==> src/rtl/char_ram_pkg.sv <==
// Shared constants, register map, FSM state types and the port-A request
// record for the character RAM controller.
package char_ram_pkg;

    localparam int COLS   = 30;
    localparam int ROWS   = 20;
    localparam int CELLS  = COLS * ROWS;
    localparam int ADDR_W = 10;
    localparam int DATA_W = 12;
    localparam int WB_W   = 32;

    // Address-width versions of the geometry, used by comparators and counters.
    localparam logic [ADDR_W-1:0] COLS_A        = ADDR_W'(COLS);
    localparam logic [ADDR_W-1:0] CELLS_A       = ADDR_W'(CELLS);
    localparam logic [ADDR_W-1:0] LAST_A        = ADDR_W'(CELLS - 1);
    localparam logic [ADDR_W-1:0] SCROLL_LAST_A = ADDR_W'(CELLS - COLS - 1);

    // Register offsets within the register window (wb_adr_i[1:0]).
    localparam logic [1:0] REG_CTRL   = 2'd0;
    localparam logic [1:0] REG_FILL   = 2'd1;
    localparam logic [1:0] REG_STATUS = 2'd2;

    // Bit positions inside CTRL and STATUS.
    localparam int CTRL_CLR_BIT  = 0;
    localparam int CTRL_SCR_BIT  = 1;
    localparam int STAT_BUSY_BIT = 0;
    localparam int STAT_DONE_BIT = 1;

    typedef enum logic [2:0] {
        ENG_IDLE,
        ENG_CLR,
        ENG_SCR_RD,
        ENG_SCR_WR,
        ENG_FILL_ROW,
        ENG_DONE
    } eng_state_e;

    typedef enum logic [1:0] {
        BUS_IDLE,
        BUS_RD_WAIT,
        BUS_ACK
    } bus_state_e;

    // One port-A operation. din_from_rd routes the RAM read data straight
    // back into the write port (scroll copy).
    typedef struct packed {
        logic              ce;
        logic              we;
        logic [ADDR_W-1:0] addr;
        logic [DATA_W-1:0] din;
        logic              din_from_rd;
    } port_req_t;

endpackage

==> src/rtl/char_ram_ctrl_if.sv <==
// Wishbone classic slave bus as seen by the character RAM controller.
interface char_ram_ctrl_if;

    logic        wb_cyc_i;
    logic        wb_stb_i;
    logic        wb_we_i;
    logic [10:0] wb_adr_i;
    logic [31:0] wb_dat_i;
    logic [31:0] wb_dat_o;
    logic        wb_ack_o;

    modport master (
        output wb_cyc_i, wb_stb_i, wb_we_i, wb_adr_i, wb_dat_i,
        input  wb_dat_o, wb_ack_o
    );

    modport slave (
        input  wb_cyc_i, wb_stb_i, wb_we_i, wb_adr_i, wb_dat_i,
        output wb_dat_o, wb_ack_o
    );

endinterface

==> src/rtl/char_ram_engine.sv <==
// Screen clear / scroll-up engine. req_o is the port-A operation for the
// NEXT cycle; the top registers it, so an op requested here appears on the
// RAM pins one cycle later, in the same cycle the engine state advances to.
module char_ram_engine
    import char_ram_pkg::*;
(
    input  logic              clk,
    input  logic              rst_n,
    input  logic              start_clr_i,
    input  logic              start_scr_i,
    input  logic [DATA_W-1:0] fill_i,
    output port_req_t         req_o,
    output logic              busy_o,
    output logic              done_irq_o
);

    eng_state_e        state_q, state_d;
    logic [ADDR_W-1:0] cnt_q, cnt_d;
    logic [DATA_W-1:0] fill_q, fill_d;
    logic              busy_q, busy_d;
    logic              done_q, done_d;

    // Next-state, counter and next-cycle port request.
    always_comb begin
        // NOTE: every signal assigned below gets a default first, so no path
        // leaves it unassigned and no latch is inferred.
        state_d = state_q;
        cnt_d   = cnt_q;
        fill_d  = fill_q;
        busy_d  = 1'b1;
        done_d  = 1'b0;
        req_o   = '0;

        case (state_q)
            ENG_IDLE, ENG_DONE: begin
                // DONE is a single cycle; a new start is accepted there too
                // because busy_o is already low.
                state_d = ENG_IDLE;
                busy_d  = 1'b0;
                if (start_clr_i) begin
                    state_d     = ENG_CLR;
                    cnt_d       = '0;
                    fill_d      = fill_i;
                    busy_d      = 1'b1;
                    req_o.ce    = 1'b1;
                    req_o.we    = 1'b1;
                    req_o.addr  = '0;
                    req_o.din   = fill_i;
                end else if (start_scr_i) begin
                    state_d     = ENG_SCR_RD;
                    cnt_d       = '0;
                    fill_d      = fill_i;
                    busy_d      = 1'b1;
                    req_o.ce    = 1'b1;
                    req_o.addr  = COLS_A;
                end
            end

            ENG_CLR, ENG_FILL_ROW: begin
                // Both write the sampled fill word up to the last cell.
                if (cnt_q == LAST_A) begin
                    state_d = ENG_DONE;
                    busy_d  = 1'b0;
                    done_d  = 1'b1;
                end else begin
                    cnt_d      = cnt_q + 1'b1;
                    req_o.ce   = 1'b1;
                    req_o.we   = 1'b1;
                    req_o.addr = cnt_d;
                    req_o.din  = fill_q;
                end
            end

            ENG_SCR_RD: begin
                // Word read from cnt+COLS arrives while the write is on the pins.
                state_d           = ENG_SCR_WR;
                req_o.ce          = 1'b1;
                req_o.we          = 1'b1;
                req_o.addr        = cnt_q;
                req_o.din_from_rd = 1'b1;
            end

            ENG_SCR_WR: begin
                cnt_d = cnt_q + 1'b1;
                if (cnt_q == SCROLL_LAST_A) begin
                    state_d    = ENG_FILL_ROW;
                    req_o.ce   = 1'b1;
                    req_o.we   = 1'b1;
                    req_o.addr = cnt_d;
                    req_o.din  = fill_q;
                end else begin
                    state_d    = ENG_SCR_RD;
                    req_o.ce   = 1'b1;
                    req_o.addr = cnt_d + COLS_A;
                end
            end

            default: begin
                state_d = ENG_IDLE;
                busy_d  = 1'b0;
            end
        endcase
    end

    // Engine state register; reset aborts any run immediately.
    always_ff @(posedge clk or negedge rst_n) begin
        // NOTE: state registers use non-blocking assignments so every flop
        // samples the values from before this edge.
        if (!rst_n) begin
            state_q <= ENG_IDLE;
            cnt_q   <= '0;
            fill_q  <= '0;
            busy_q  <= 1'b0;
            done_q  <= 1'b0;
        end else begin
            state_q <= state_d;
            cnt_q   <= cnt_d;
            fill_q  <= fill_d;
            busy_q  <= busy_d;
            done_q  <= done_d;
        end
    end

    assign busy_o     = busy_q;
    assign done_irq_o = done_q;

endmodule

==> src/rtl/char_ram_ctrl.sv <==
// Port-A controller for the 30x20 character RAM: Wishbone classic slave with
// a RAM window and control registers, plus the clear/scroll engine, which
// owns port A for the whole of a run.
module char_ram_ctrl
    import char_ram_pkg::*;
(
    input  logic                clk,
    input  logic                rst_n,
    char_ram_ctrl_if.slave      bus,
    output logic                ram_ce_a,
    output logic                ram_we_a,
    output logic [ADDR_W-1:0]   ram_addr_a,
    output logic [DATA_W-1:0]   ram_din_a,
    input  logic [DATA_W-1:0]   ram_dout_a,
    output logic                busy_o,
    output logic                done_irq_o
);

    bus_state_e        bus_state_q, bus_state_d;
    logic              ack_q, ack_d;
    logic [WB_W-1:0]   dat_q, dat_d;
    logic              rd_sel_q, rd_sel_d;
    logic [DATA_W-1:0] fill_q, fill_d;
    logic              done_q, done_d;
    port_req_t         port_q, port_d;

    port_req_t         bus_req;
    port_req_t         eng_req;
    logic              eng_busy;
    logic              eng_done;
    logic              start_clr;
    logic              start_scr;
    logic              done_clr;

    logic              req_seen;
    logic              is_reg;
    logic [ADDR_W-1:0] cell_adr;
    logic              in_range;
    logic [1:0]        reg_off;
    logic              unused_dat_bits;

    assign req_seen        = bus.wb_cyc_i && bus.wb_stb_i;
    assign is_reg          = bus.wb_adr_i[10];
    assign cell_adr        = bus.wb_adr_i[ADDR_W-1:0];
    assign in_range        = cell_adr < CELLS_A;
    assign reg_off         = bus.wb_adr_i[1:0];
    assign unused_dat_bits = ^bus.wb_dat_i[WB_W-1:DATA_W];

    char_ram_engine u_engine (
        .clk         (clk),
        .rst_n       (rst_n),
        .start_clr_i (start_clr),
        .start_scr_i (start_scr),
        .fill_i      (fill_q),
        .req_o       (eng_req),
        .busy_o      (eng_busy),
        .done_irq_o  (eng_done)
    );

    // Wishbone decode, register access and CPU port-A request.
    always_comb begin
        bus_state_d = bus_state_q;
        ack_d       = 1'b0;
        dat_d       = '0;
        rd_sel_d    = 1'b0;
        fill_d      = fill_q;
        done_clr    = 1'b0;
        start_clr   = 1'b0;
        start_scr   = 1'b0;
        bus_req     = '0;

        case (bus_state_q)
            BUS_IDLE: begin
                if (req_seen) begin
                    if (is_reg) begin
                        // Registers are serviced even while the engine runs.
                        ack_d       = 1'b1;
                        bus_state_d = BUS_ACK;
                        case (reg_off)
                            REG_CTRL: begin
                                if (bus.wb_we_i) begin
                                    start_clr = bus.wb_dat_i[CTRL_CLR_BIT];
                                    start_scr = bus.wb_dat_i[CTRL_SCR_BIT];
                                end
                            end
                            REG_FILL: begin
                                if (bus.wb_we_i) fill_d = bus.wb_dat_i[DATA_W-1:0];
                                else             dat_d[DATA_W-1:0] = fill_q;
                            end
                            REG_STATUS: begin
                                if (bus.wb_we_i) begin
                                    done_clr = bus.wb_dat_i[STAT_DONE_BIT];
                                end else begin
                                    dat_d[STAT_BUSY_BIT] = eng_busy;
                                    dat_d[STAT_DONE_BIT] = done_q;
                                end
                            end
                            default: ;
                        endcase
                    end else if (!in_range) begin
                        // Outside the screen: no RAM op, reads return zero.
                        ack_d       = 1'b1;
                        bus_state_d = BUS_ACK;
                    end else if (!eng_busy) begin
                        bus_req.ce   = 1'b1;
                        bus_req.we   = bus.wb_we_i;
                        bus_req.addr = cell_adr;
                        bus_req.din  = bus.wb_dat_i[DATA_W-1:0];
                        if (bus.wb_we_i) begin
                            ack_d       = 1'b1;
                            bus_state_d = BUS_ACK;
                        end else begin
                            bus_state_d = BUS_RD_WAIT;
                        end
                    end
                    // In-range RAM access while busy: stay here, ack withheld.
                end
            end

            BUS_RD_WAIT: begin
                if (!bus.wb_cyc_i) begin
                    bus_state_d = BUS_IDLE;
                end else begin
                    ack_d       = 1'b1;
                    rd_sel_d    = 1'b1;
                    bus_state_d = BUS_ACK;
                end
            end

            BUS_ACK: bus_state_d = BUS_IDLE;

            default: bus_state_d = BUS_IDLE;
        endcase

        // Completion sets done even if software clears it in the same cycle.
        if (eng_done)      done_d = 1'b1;
        else if (done_clr) done_d = 1'b0;
        else               done_d = done_q;

        // The engine has port A whenever it requests it.
        port_d = eng_req.ce ? eng_req : bus_req;
    end

    // Bus FSM, registers and registered port-A outputs.
    always_ff @(posedge clk or negedge rst_n) begin
        if (!rst_n) begin
            bus_state_q <= BUS_IDLE;
            ack_q       <= 1'b0;
            dat_q       <= '0;
            rd_sel_q    <= 1'b0;
            fill_q      <= '0;
            done_q      <= 1'b0;
            port_q      <= '0;
        end else begin
            bus_state_q <= bus_state_d;
            ack_q       <= ack_d;
            dat_q       <= dat_d;
            rd_sel_q    <= rd_sel_d;
            fill_q      <= fill_d;
            done_q      <= done_d;
            port_q      <= port_d;
        end
    end

    // Read data comes from the RAM's own output register, which is valid in
    // the ack cycle; re-registering it would cost a cycle of latency. The
    // same applies to the scroll copy path into ram_din_a.
    assign bus.wb_ack_o = ack_q;
    assign bus.wb_dat_o = rd_sel_q ? {{(WB_W-DATA_W){1'b0}}, ram_dout_a} : dat_q;

    assign ram_ce_a   = port_q.ce;
    assign ram_we_a   = port_q.we;
    assign ram_addr_a = port_q.addr;
    assign ram_din_a  = port_q.din_from_rd ? ram_dout_a : port_q.din;

    assign busy_o     = eng_busy;
    assign done_irq_o = eng_done;

endmodule
==> src/flat_wrapper.sv <==
// flat-port wrapper written by rule: the top's interface ports become plain ports
module char_ram_ctrl_flat import char_ram_pkg::*;
  (clk, rst_n, ram_ce_a, ram_we_a, ram_addr_a, ram_din_a, ram_dout_a, busy_o, done_irq_o, bus_wb_cyc_i, bus_wb_stb_i, bus_wb_we_i, bus_wb_adr_i, bus_wb_dat_i, bus_wb_dat_o, bus_wb_ack_o);
  char_ram_ctrl_if bus_i ();
  input  logic clk;
  input  logic rst_n;
  output logic ram_ce_a;
  output logic ram_we_a;
  output logic [ADDR_W-1:0] ram_addr_a;
  output logic [DATA_W-1:0] ram_din_a;
  input  logic [DATA_W-1:0] ram_dout_a;
  output logic busy_o;
  output logic done_irq_o;
  input wire logic [$bits(bus_i.wb_cyc_i)-1:0] bus_wb_cyc_i;
  input wire logic [$bits(bus_i.wb_stb_i)-1:0] bus_wb_stb_i;
  input wire logic [$bits(bus_i.wb_we_i)-1:0] bus_wb_we_i;
  input wire logic [$bits(bus_i.wb_adr_i)-1:0] bus_wb_adr_i;
  input wire logic [$bits(bus_i.wb_dat_i)-1:0] bus_wb_dat_i;
  output wire logic [$bits(bus_i.wb_dat_o)-1:0] bus_wb_dat_o;
  output wire logic [$bits(bus_i.wb_ack_o)-1:0] bus_wb_ack_o;
  assign bus_i.wb_cyc_i = bus_wb_cyc_i;
  assign bus_i.wb_stb_i = bus_wb_stb_i;
  assign bus_i.wb_we_i = bus_wb_we_i;
  assign bus_i.wb_adr_i = bus_wb_adr_i;
  assign bus_i.wb_dat_i = bus_wb_dat_i;
  assign bus_wb_dat_o = bus_i.wb_dat_o;
  assign bus_wb_ack_o = bus_i.wb_ack_o;
  char_ram_ctrl u_core (.clk(clk), .rst_n(rst_n), .bus(bus_i), .ram_ce_a(ram_ce_a), .ram_we_a(ram_we_a), .ram_addr_a(ram_addr_a), .ram_din_a(ram_din_a), .ram_dout_a(ram_dout_a), .busy_o(busy_o), .done_irq_o(done_irq_o));
endmodule
==> config.mk <==
export PLATFORM = sky130hd
export DESIGN_NAME = char_ram_ctrl_flat
export DESIGN_NICKNAME = d
export VERILOG_FILES = /design/src/rtl/char_ram_pkg.sv /design/src/rtl/char_ram_ctrl_if.sv /design/src/rtl/char_ram_engine.sv /design/src/rtl/char_ram_ctrl.sv /design/src/flat_wrapper.sv
export SDC_FILE = /design/constraint.sdc
export NUM_CORES = 1
export LEC_CHECK = 0
export ABC_AREA = 1
export ABC_CLOCK_PERIOD_IN_PS = 5780
export CORE_UTILIZATION = 44
export CTS_CLUSTER_DIAMETER = 50
export CTS_CLUSTER_SIZE = 24
export DETAILED_ROUTE_END_ITERATION = 8
export PLACE_DENSITY = 0.81
export SYNTH_ARGS = -nofsm -noshare
export SYNTH_HDL_FRONTEND = slang
export SYNTH_HIERARCHICAL = 1
export SYNTH_SLANG_ARGS = --single-unit
==> constraint.sdc <==
create_clock -name clk -period 5.78 [get_ports clk]
set_clock_uncertainty 0.15 [all_clocks]
set_input_delay 0.867 -clock clk [delete_from_list [all_inputs] [get_ports clk]]
set_output_delay 0.867 -clock clk [all_outputs]
set_load 0.05 [all_outputs]
==> results.toml, run 1 <==
[pwr]
p_per_area_nw_per_um2 = 209
ir_drop_mv = 0.154
leakagePower_nw = 3.05

[timing]
setup_viol = 0
max_freq_ghz = 0.285
setup-tns-final_ns = 0
rsz0062_at_grt = "no"
finalHoldViolCount = 0
slew_viol_final = 0
post-route-period-util = 0.606
maxSlewHeadroom = 0.301
worstMarginPinSlew_ns = 1.05
period_needed_ns = 3.50

[layout]
finalNonFillerCells = 875
final_cell_mix = "243 x nand2_1, 81 x dfrtp_1, 77 x clkdlybuf4s50_1, 58 x nor2_1, 53 x inv_1"
finish.utilization = 0.543
fin_nets = 796
syn2layout_area_growth_pct = 18.4
layout_commonest_cell = "nand2_1"
n_antenna_cell = 0
fill_cells = 1017
drive_gt1_frac = 0.150

[synth]
yosys_warnings = 6
synth_area_leaders = "dfrtp_1 40%, nand2_1 18%, mux2_2 5.3%"
synth_top_cell_area_share = 0.400
synth_area_um2 = 5060
ys_ff_latch = 81
seq_area_frac_synth = 0.400
synth.avg_cell_area_um2 = 7.54
synth_top_cell_by_area = "dfrtp_1"
synth.distinct_cells = 40
synth_cells = 671

[clock_network]
cts_setup_buffers = 0
cts.clk_slew.worst_paths_ns = 0.06
numCtsBuffers = 9
clock_path_buffers = 2
cts_tree = "yes"
cts-root-buf = "clkbuf_16"
ctsResizeCount = 0
clk-insertion-delay-late_ns = 0.33
cts_sinks = 81
hold_buffers = 0
cts_max_level = 3

[route]
routedWlPerCell_um = 13.3
routed_wl_um = 11700
firstDrtPassIters = 4
drtIter0Drc = 279
via_count = 4351
remaining_drc_errors = 0
viasPerCell = 4.97
route.antenna.remaining_nets = 0

[die]
die_h_um = 109
rows = 38
fp.dieW_um = 109
num_io_pins = 119
design.core.area_um2 = 11000
dieArea_um2 = 11900
start_util = 0.459

[placed_design]
port-buffer-count = 78
placed_cells = 859
dpl.hpwl_um = 8390
gp_congestion = 0.875

[critical_path]
startpoint_type = "input pin"
critical_path.cell_chain = "clkdlybuf4s50_1, inv_2, nor3_4, buf_4, nand3_1, nor2_1, inv_1, a21oi_2, buf_4, inv_2, nand3_1, buf_4, nor2_1, nand2_1, nand2_1"
criticalPathCategory = "input pin to register"
cp.required_ns = 5.84
endpoint_kind = "register"
crit_path_max_incr_delay_ns = 0.60
path_max_fanout = 27
critPathMostFrequentCell = "buf_4"
cp.arrival_ns = 3.56
crit_buf_inv = 7
critPathTopFamily = "buffers and inverters"
cp_slowest_cell = "clkdlybuf4s50_1"

[worst_hold_path]
hold_class = "register to register"

[grt]
grt_pass1_vias = 3915
grt_pass1_wl_um = 18500
gr-total-overflow = 0
antenna_found_initial = 0
grt_max_degree = 82
grt_usage = 0.203

[outcome]
outcome = "completed"

[flow_run]
drv_cap = 0
tightest hold or removal path, delay by kind of cell (launching register included):
family	cells	cell delay, ns
flip-flops	1	0.35
AND/OR/NAND/NOR	2	0.10
synth_stat cells, drive strengths merged:
master and n:
a21oi 7, a22oi 2, buf 48, clkbuf 4, conb 1, dfrtp 81
dlymetal6s4s 1, ha 6, inv 65, mux2 24, nand2 276, nand3 44
nand3b 1, nand4 3, nor2 69, nor3 5, nor3b 2, nor4 2
o211ai 2, o21ai 16, o21bai 4, o22ai 4, xnor2 1, xor2 3
logic make-up after synthesis:
group	Yosys count	synth area share
simple gates	402	0.354
buf+inv	118	0.128
flops	81	0.400
compound gates	35	0.0418
mux	24	0.0534
fa+ha+maj	6	0.0148
xor+xnor	4	0.00692
other cells	1	0.000741
layer usage:
layer / part of all wire / wire length, um / vias to the layer above / global-route usage
met2: 0.48 / 5620 / 149 / 0.333
met5: 0 / 0 / - / 0
met3: 0.058 / 681 / 21 / 0.0400
met1: 0.44 / 5150 / 2036 / 0.263
met4: 0.019 / 225 / 0 / 0.0762
li1: - / - / 2145 / -
power by group:
group | switching, mW | internal [mW]
Combinational | 0.0764 | 0.0396
Sequential | 0.0188 | 0.585
Clock | 0.235 | 0.295
Total | 0.331 | 0.919
path summary, 6_finish.rpt:
path                                                       start                               endpoint  slack [ns]  cells after the start
setup reg to reg               u_core/bus_state_q[1]$_DFFE_PN0P_         u_core/ram_addr_a[0]$_DFF_PN0_        2.99                     15
min in group asynchronous                                  rst_n   u_core/u_engine/cnt_q[8]$_DFFE_PN0P_        0.55                      1
hold / removal             u_core/u_engine/fill_q[0]$_DFFE_PN0P_  u_core/u_engine/fill_q[0]$_DFFE_PN0P_        0.33                      2
setup / recovery                                bus_wb_adr_i[10]         u_core/ram_addr_a[0]$_DFF_PN0_        2.28                     15
hold reg to reg            u_core/u_engine/fill_q[0]$_DFFE_PN0P_  u_core/u_engine/fill_q[0]$_DFFE_PN0P_        0.33                      2
max in group asynchronous                                  rst_n            u_core/port_q[11]$_DFF_PN0_        4.30                      1
final cells by class:
class,count,area (um2),area share
tap,140,175,0.0292
inverter,65,246,0.0411
timing repair buffer,82,808,0.135
sequential,81,2030,0.338
multi-input combinational,491,2460,0.410
clock inverter,7,52.6,0.00877
clock buffer,9,225,0.0376
sequential cells by signal, indices dropped and copies added, names as in the netlist:
| signal | cells |
|---|---|
| u_core/bus.wb_ack_o | 1 |
| u_core/bus_state_q | 2 |
| u_core/dat_q | 12 |
| u_core/done_q | 1 |
| u_core/fill_q | 12 |
| u_core/port_q | 13 |
| u_core/ram_addr_a | 10 |
| u_core/ram_ce_a | 1 |
| u_core/ram_we_a | 1 |
| u_core/rd_sel_q | 1 |
| u_core/u_engine/busy_o | 1 |
| u_core/u_engine/cnt_q | 10 |
| u_core/u_engine/done_irq_o | 1 |
| u_core/u_engine/fill_q | 12 |
| u_core/u_engine/state_q | 3 |
through the flow:
stage	total power, mW	cell area [um2]	hold slack (ns)	setup slack [ns]
after floorplan	0.686	5130	0.292	2.81
after global placement	0.727	5710	0.307	1.97
after detailed placement	0.730	5710	0.310	1.96
after CTS	1.26	5990	0.324	2.29
after global routing	1.31	5990	0.343	2.04
final	1.25	5990	0.329	2.28
No activity file was read; power rests on OpenSTA's default activity.
==> run 2: changes to the inputs <==
--- a/config.mk
+++ b/config.mk
@@ -6,7 +6,7 @@
 export NUM_CORES = 1
 export LEC_CHECK = 0
 export ABC_AREA = 1
-export ABC_CLOCK_PERIOD_IN_PS = 5780
+export ABC_CLOCK_PERIOD_IN_PS = 3300
 export CORE_UTILIZATION = 44
 export CTS_CLUSTER_DIAMETER = 50
 export CTS_CLUSTER_SIZE = 24
==> constraint.sdc (replaced) <==
create_clock -name clk -period 3.3 [get_ports clk]
set_clock_uncertainty 0.15 [all_clocks]
set_input_delay 0.495 -clock clk [delete_from_list [all_inputs] [get_ports clk]]
set_output_delay 0.495 -clock clk [all_outputs]
set_load 0.05 [all_outputs]
==> run 2 against run 1 <==
Effect of this change: critical path depth fell by 13; power rose by 78%; first-iteration DRC count fell by 16%; critical path type is now register to output port; sequential share of layout area fell by 0.20 points; global-route usage rose by 0.57 points; sequential cell count did not move; via count fell by 0.11%; design area rose by 0.61%; combinational power rose by 76%; worst setup slack got worse by 1.8 ns; clock-buffer cell count did not move; hold slack got worse by 0.18 ns.
==> results.toml, run 2 (same netlist as run 1, synthesis figures left out) <==
[pwr]
pwr-share-comb = 0.092
p_int_mw = 1.62
leakagePower_nw = 3.07
ir_drop_mv = 0.203
pwr-share-seq = 0.475
clock_power_share = 0.433
p_per_area_nw_per_um2 = 369
swShare = 0.273
power.switching_mw = 0.606
p_total_mw = 2.22

[grt]
grt_pass1_vias = 3989
grt_usage = 0.208
grt_max_degree = 82
gr-total-overflow = 0
grt_pass1_wl_um = 19200
antenna_found_initial = 0

[placed_design]
dpl.hpwl_um = 8180
placed_cells = 862
place_area_um2 = 5740
gp_congestion = 0.920
post-place-ws_ns = 0.261
port-buffer-count = 78

[route]
routedWlPerCell_um = 13.5
viasPerCell = 4.95
via_count = 4346
drtIter0Drc = 234
remaining_drc_errors = 0
route.antenna.remaining_nets = 0
firstDrtPassIters = 5
routed_wl_um = 11800

[critical_path]
rr_startpoint = "u_core/bus_state_q[1]$_DFFE_PN0P_"
criticalPathCategory = "register to output port"
critical_path.cell_chain = "mux2_2, clkdlybuf4s50_1"
cp_slowest_cell = "clkdlybuf4s50_1"
cp.required_ns = 2.65
rrSetupSlack_ns = 0.90
critPathLaunch = "u_core/port_q[0]$_DFF_PN0_"
crit_path_max_incr_delay_ns = 0.70
path_max_fanout = 12
endpoint_kind = "output port"
worstSetupEndpoint = "ram_din_a[10]"
startpoint_type = "register"
cp.arrival_ns = 2.16
r2r_cells = 13
r2r_end = "u_core/ram_addr_a[0]$_DFF_PN0_"

[layout]
drive_gt1_frac = 0.153
finalNonFillerCells = 878
fill_cells = 1004
final_area_um2 = 6030
final_cell_mix = "243 x nand2_1, 81 x dfrtp_1, 77 x clkdlybuf4s50_1, 58 x nor2_1, 53 x inv_1"
finish.utilization = 0.547
n_antenna_cell = 0
syn2layout_area_growth_pct = 19.1
layout_commonest_cell = "nand2_1"
largest_reg_flops = 13
fin_nets = 799
regMostFlops = "u_core/port_q"

[clock_network]
hold_buffers = 0
numCtsBuffers = 9
cts_sinks = 81
cts_tree = "yes"
ctsResizeCount = 0
clk-insertion-delay-late_ns = 0.34
clock_path_buffers = 2
cts_setup_buffers = 0
cts-root-buf = "clkbuf_16"
cts_max_level = 3
cts.clk_slew.worst_paths_ns = 0.07

[timing]
period_needed_ns = 2.80
rsz0062_at_grt = "no"
slew_viol_final = 0
finalHoldViolCount = 0
maxSlewHeadroom = 0.317
setup_viol = 0
max_freq_ghz = 0.357
post-route-period-util = 0.849
whs_ns = 0.153
worstMarginPinSlew_ns = 1.02
fin_ws_ns = 0.498
setup-tns-final_ns = 0

[die]
start_util = 0.459
die_h_um = 109
rows = 38
design.core.area_um2 = 11000
num_io_pins = 119
dieArea_um2 = 11900
fp.dieW_um = 109

[worst_hold_path]
hold_class = "input pin to asynchronous set/reset pin"

[flow_run]
drv_cap = 0

[outcome]
outcome = "completed"
-- run 2: changes by cell type in the layout (fill, tap and decap cells not counted) --
cell and delta:
buf_4 +3, clkinv_2 -2, clkinv_4 +1, clkinv_8 +1
clkinvlp_4 +1, inv_6 -1
-- run 2: how the worst min path moves through the flow --
stage | startpoint | endpoint | depth (start not counted)
2_1_floorplan | rst_n | u_core/bus.wb_ack_o$_DFF_PN0_ | 0
3_3_place_gp | u_core/u_engine/fill_q[11]$_DFFE_PN0P_ | u_core/u_engine/fill_q[11]$_DFFE_PN0P_ | 2
3_5_place_dp | u_core/u_engine/fill_q[11]$_DFFE_PN0P_ | u_core/u_engine/fill_q[11]$_DFFE_PN0P_ | 2
4_1_cts | rst_n | u_core/u_engine/cnt_q[8]$_DFFE_PN0P_ | 1
5_1_grt | rst_n | u_core/ram_ce_a$_DFF_PN0_ | 1
6_report | rst_n | u_core/u_engine/cnt_q[8]$_DFFE_PN0P_ | 1
-- run 2: cell type report --
type                       count  area, um2  area share
multi-input combinational    491       2460       0.408
sequential                    81       2030       0.336
timing repair buffer          85        831       0.138
inverter                      65        246      0.0409
clock buffer                   9        225      0.0374
tap                          140        175      0.0291
clock inverter                 7       66.3      0.0110
-- run 2: power by group through the flow --
| stage | clock network [mW] | logic (mW) | registers [mW] |
|---|---|---|---|
| final | 0.963 | 0.204 | 1.06 |
| after global routing | 1.04 | 0.225 | 1.06 |
| after CTS | 0.979 | 0.205 | 1.06 |
| after detailed placement | 0 | 0.204 | 1.07 |
| after global placement | 0 | 0.200 | 1.07 |
| after floorplan | 0 | 0.133 | 1.07 |
-- run 2: worst max-delay path: cells and delay by family, from the launching register on --
family | cells | cell delay (ns)
multiplexers | 1 | 0.41
flip-flops | 1 | 0.69
buffers and inverters | 1 | 0.70
-- run 2: metal layers --
layer / track usage / vias up / routed length, um
met2: 0.341 / 144 / 5750
met3: 0.0359 / 19 / 665
met1: 0.275 / 2032 / 5220
met5: 0 / - / 0
li1: - / 2151 / -
met4: 0.0790 / 0 / 190
==> run 3: changes to the inputs <==
--- a/config.mk
+++ b/config.mk
@@ -6,7 +6,7 @@
 export NUM_CORES = 1
 export LEC_CHECK = 0
 export ABC_AREA = 1
-export ABC_CLOCK_PERIOD_IN_PS = 3300
+export ABC_CLOCK_PERIOD_IN_PS = 2800
 export CORE_UTILIZATION = 44
 export CTS_CLUSTER_DIAMETER = 50
 export CTS_CLUSTER_SIZE = 24
==> constraint.sdc (replaced) <==
create_clock -name clk -period 2.8 [get_ports clk]
set_clock_uncertainty 0.15 [all_clocks]
set_input_delay 0.42 -clock clk [delete_from_list [all_inputs] [get_ports clk]]
set_output_delay 0.42 -clock clk [all_outputs]
set_load 0.05 [all_outputs]
==> run 3 against run 2 <==
Effect of this change: combinational power up 22%; power up 18%; final cell count up 0.91%; sequential power up 17%; worst setup slack worse by 0.36 ns; design area up 1.4%; clock-buffer cell count unchanged; sequential cell count unchanged; hold slack better by 0.18 ns; largest cell class unchanged.
==> results.toml, run 3 (same netlist as run 1, synthesis figures left out) <==
[die]
fp.dieW_um = 109
rows = 38
num_io_pins = 119
design.core.area_um2 = 11000
die_h_um = 109
start_util = 0.459
dieArea_um2 = 11900

[clock_network]
clock_path_buffers = 2
cts-root-buf = "clkbuf_16"
cts_sinks = 81
cts_tree = "yes"
clk-insertion-delay-late_ns = 0.34
ctsResizeCount = 0
numCtsBuffers = 9
cts.clk_slew.worst_paths_ns = 0.07
cts_max_level = 3

[timing]
finalHoldViolCount = 0
max_freq_ghz = 0.376
worstMarginPinSlew_ns = 0.523
fin_ws_ns = 0.138
setup_viol = 0
period_needed_ns = 2.66
post-route-period-util = 0.951
setup-tns-final_ns = 0
slew_viol_final = 0
maxSlewHeadroom = 0.651
rsz0062_at_grt = "no"

[route]
firstDrtPassIters = 4
remaining_drc_errors = 0
routedWlPerCell_um = 13.1
drtIter0Drc = 204
viasPerCell = 4.94
via_count = 4376
routed_wl_um = 11600
route.antenna.remaining_nets = 0

[layout]
finish.utilization = 0.554
multi_input_area_um2 = 2460
fill_cells = 981
finalNonFillerCells = 886
largest_reg_flops = 13
fin_nets = 807
drive_gt1_frac = 0.164
syn2layout_area_growth_pct = 20.7
layout_commonest_cell = "nand2_1"
n_antenna_cell = 0
regArea_um2 = 2030
regMostFlops = "u_core/port_q"
final_cell_mix = "243 x nand2_1, 81 x dfrtp_1, 75 x clkdlybuf4s50_1, 58 x nor2_1, 53 x inv_1"

[pwr]
leakagePower_nw = 3.12
ir_drop_mv = 0.292
p_total_mw = 2.62
p_per_area_nw_per_um2 = 429

[placed_design]
gp_congestion = 0.906
dpl.hpwl_um = 8340
post-place-ws_ns = 0.106
placed_cells = 869
port-buffer-count = 78

[worst_hold_path]
hold_class = "register to register"

[critical_path]
cp.required_ns = 2.23
cp.arrival_ns = 2.09
cp_slowest_cell = "clkdlybuf4s50_1"
crit_path_max_incr_delay_ns = 0.70
endpoint_kind = "output port"
critical_path.cell_chain = "mux2_2, clkdlybuf4s50_1"
criticalPathCategory = "register to output port"
startpoint_type = "register"
path_max_fanout = 12

[grt]
grt_usage = 0.209
grt_pass1_wl_um = 19400
grt_max_degree = 37
gr-total-overflow = 0
antenna_found_initial = 0
grt_pass1_vias = 4083

[outcome]
outcome = "completed"

[flow_run]
drv_cap = 0
[run 3: critical path, delay by kind of cell, from the launching register on]
family	cells	cell delay (ns)
DFF	1	0.65
muxes	1	0.39
buffers and inverters	1	0.70
[run 3: per-stage QoR]
stage	hold slack [ns]	area [um2]
after detailed placement	0.257	5810
final	0.337	6110
after CTS	0.333	6110
after global placement	0.257	5810
after floorplan	-0.0256	5130
after global routing	0.371	6110
[run 3: path summary, 6_finish.rpt]
kind                                                        from                                    end  slack [ns]  depth (start not counted)
max reg2reg                 u_core/u_engine/cnt_q[0]$_DFFE_PN0P_         u_core/ram_addr_a[9]$_DFF_PN0_        0.51                         12
min                        u_core/u_engine/fill_q[0]$_DFFE_PN0P_  u_core/u_engine/fill_q[0]$_DFFE_PN0P_        0.34                          2
max in group asynchronous                                  rst_n           u_core/fill_q[2]$_DFFE_PN0P_        1.44                          3
min in group asynchronous                                  rst_n         u_core/ram_addr_a[4]$_DFF_PN0_        0.43                          2
max                                    u_core/rd_sel_q$_DFF_PN0_                        bus_wb_dat_o[6]        0.14                          2
min reg2reg                u_core/u_engine/fill_q[0]$_DFFE_PN0P_  u_core/u_engine/fill_q[0]$_DFFE_PN0P_        0.34                          2
[run 3: timing repair]
action,4_1_cts,5_1_grt
hold buffers,1,0
endpoints found under the setup margin,0,0
endpoints found under the hold margin,33,0
buffers inserted,0,0
[run 3: where the power goes]
group	total, mW	switching [mW]	leakage (nW)	internal, mW
Combinational	0.248	0.161	1.91	0.0870
Clock	1.13	0.514	0.135	0.617
Sequential	1.24	0.0369	1.07	1.21
Total	2.62	0.712	3.12	1.91
[run 3: layout make-up]
cell class | instances | area share
repair buffers | 93 | 0.149
well taps | 140 | 0.0287
inverters | 65 | 0.0403
clock buffers | 9 | 0.0369
clock inverters | 7 | 0.0109
multi-input cells | 491 | 0.402
flip-flops and latches | 81 | 0.332
[run 3: layer usage]
metal / routed length [um] / GRT usage / up-vias
li1: - / - / 2183
met1: 5070 / 0.278 / 2026
met2: 5650 / 0.347 / 147
met3: 735 / 0.0323 / 20
met4: 166 / 0.0676 / 0
met5: 0 / 0 / -
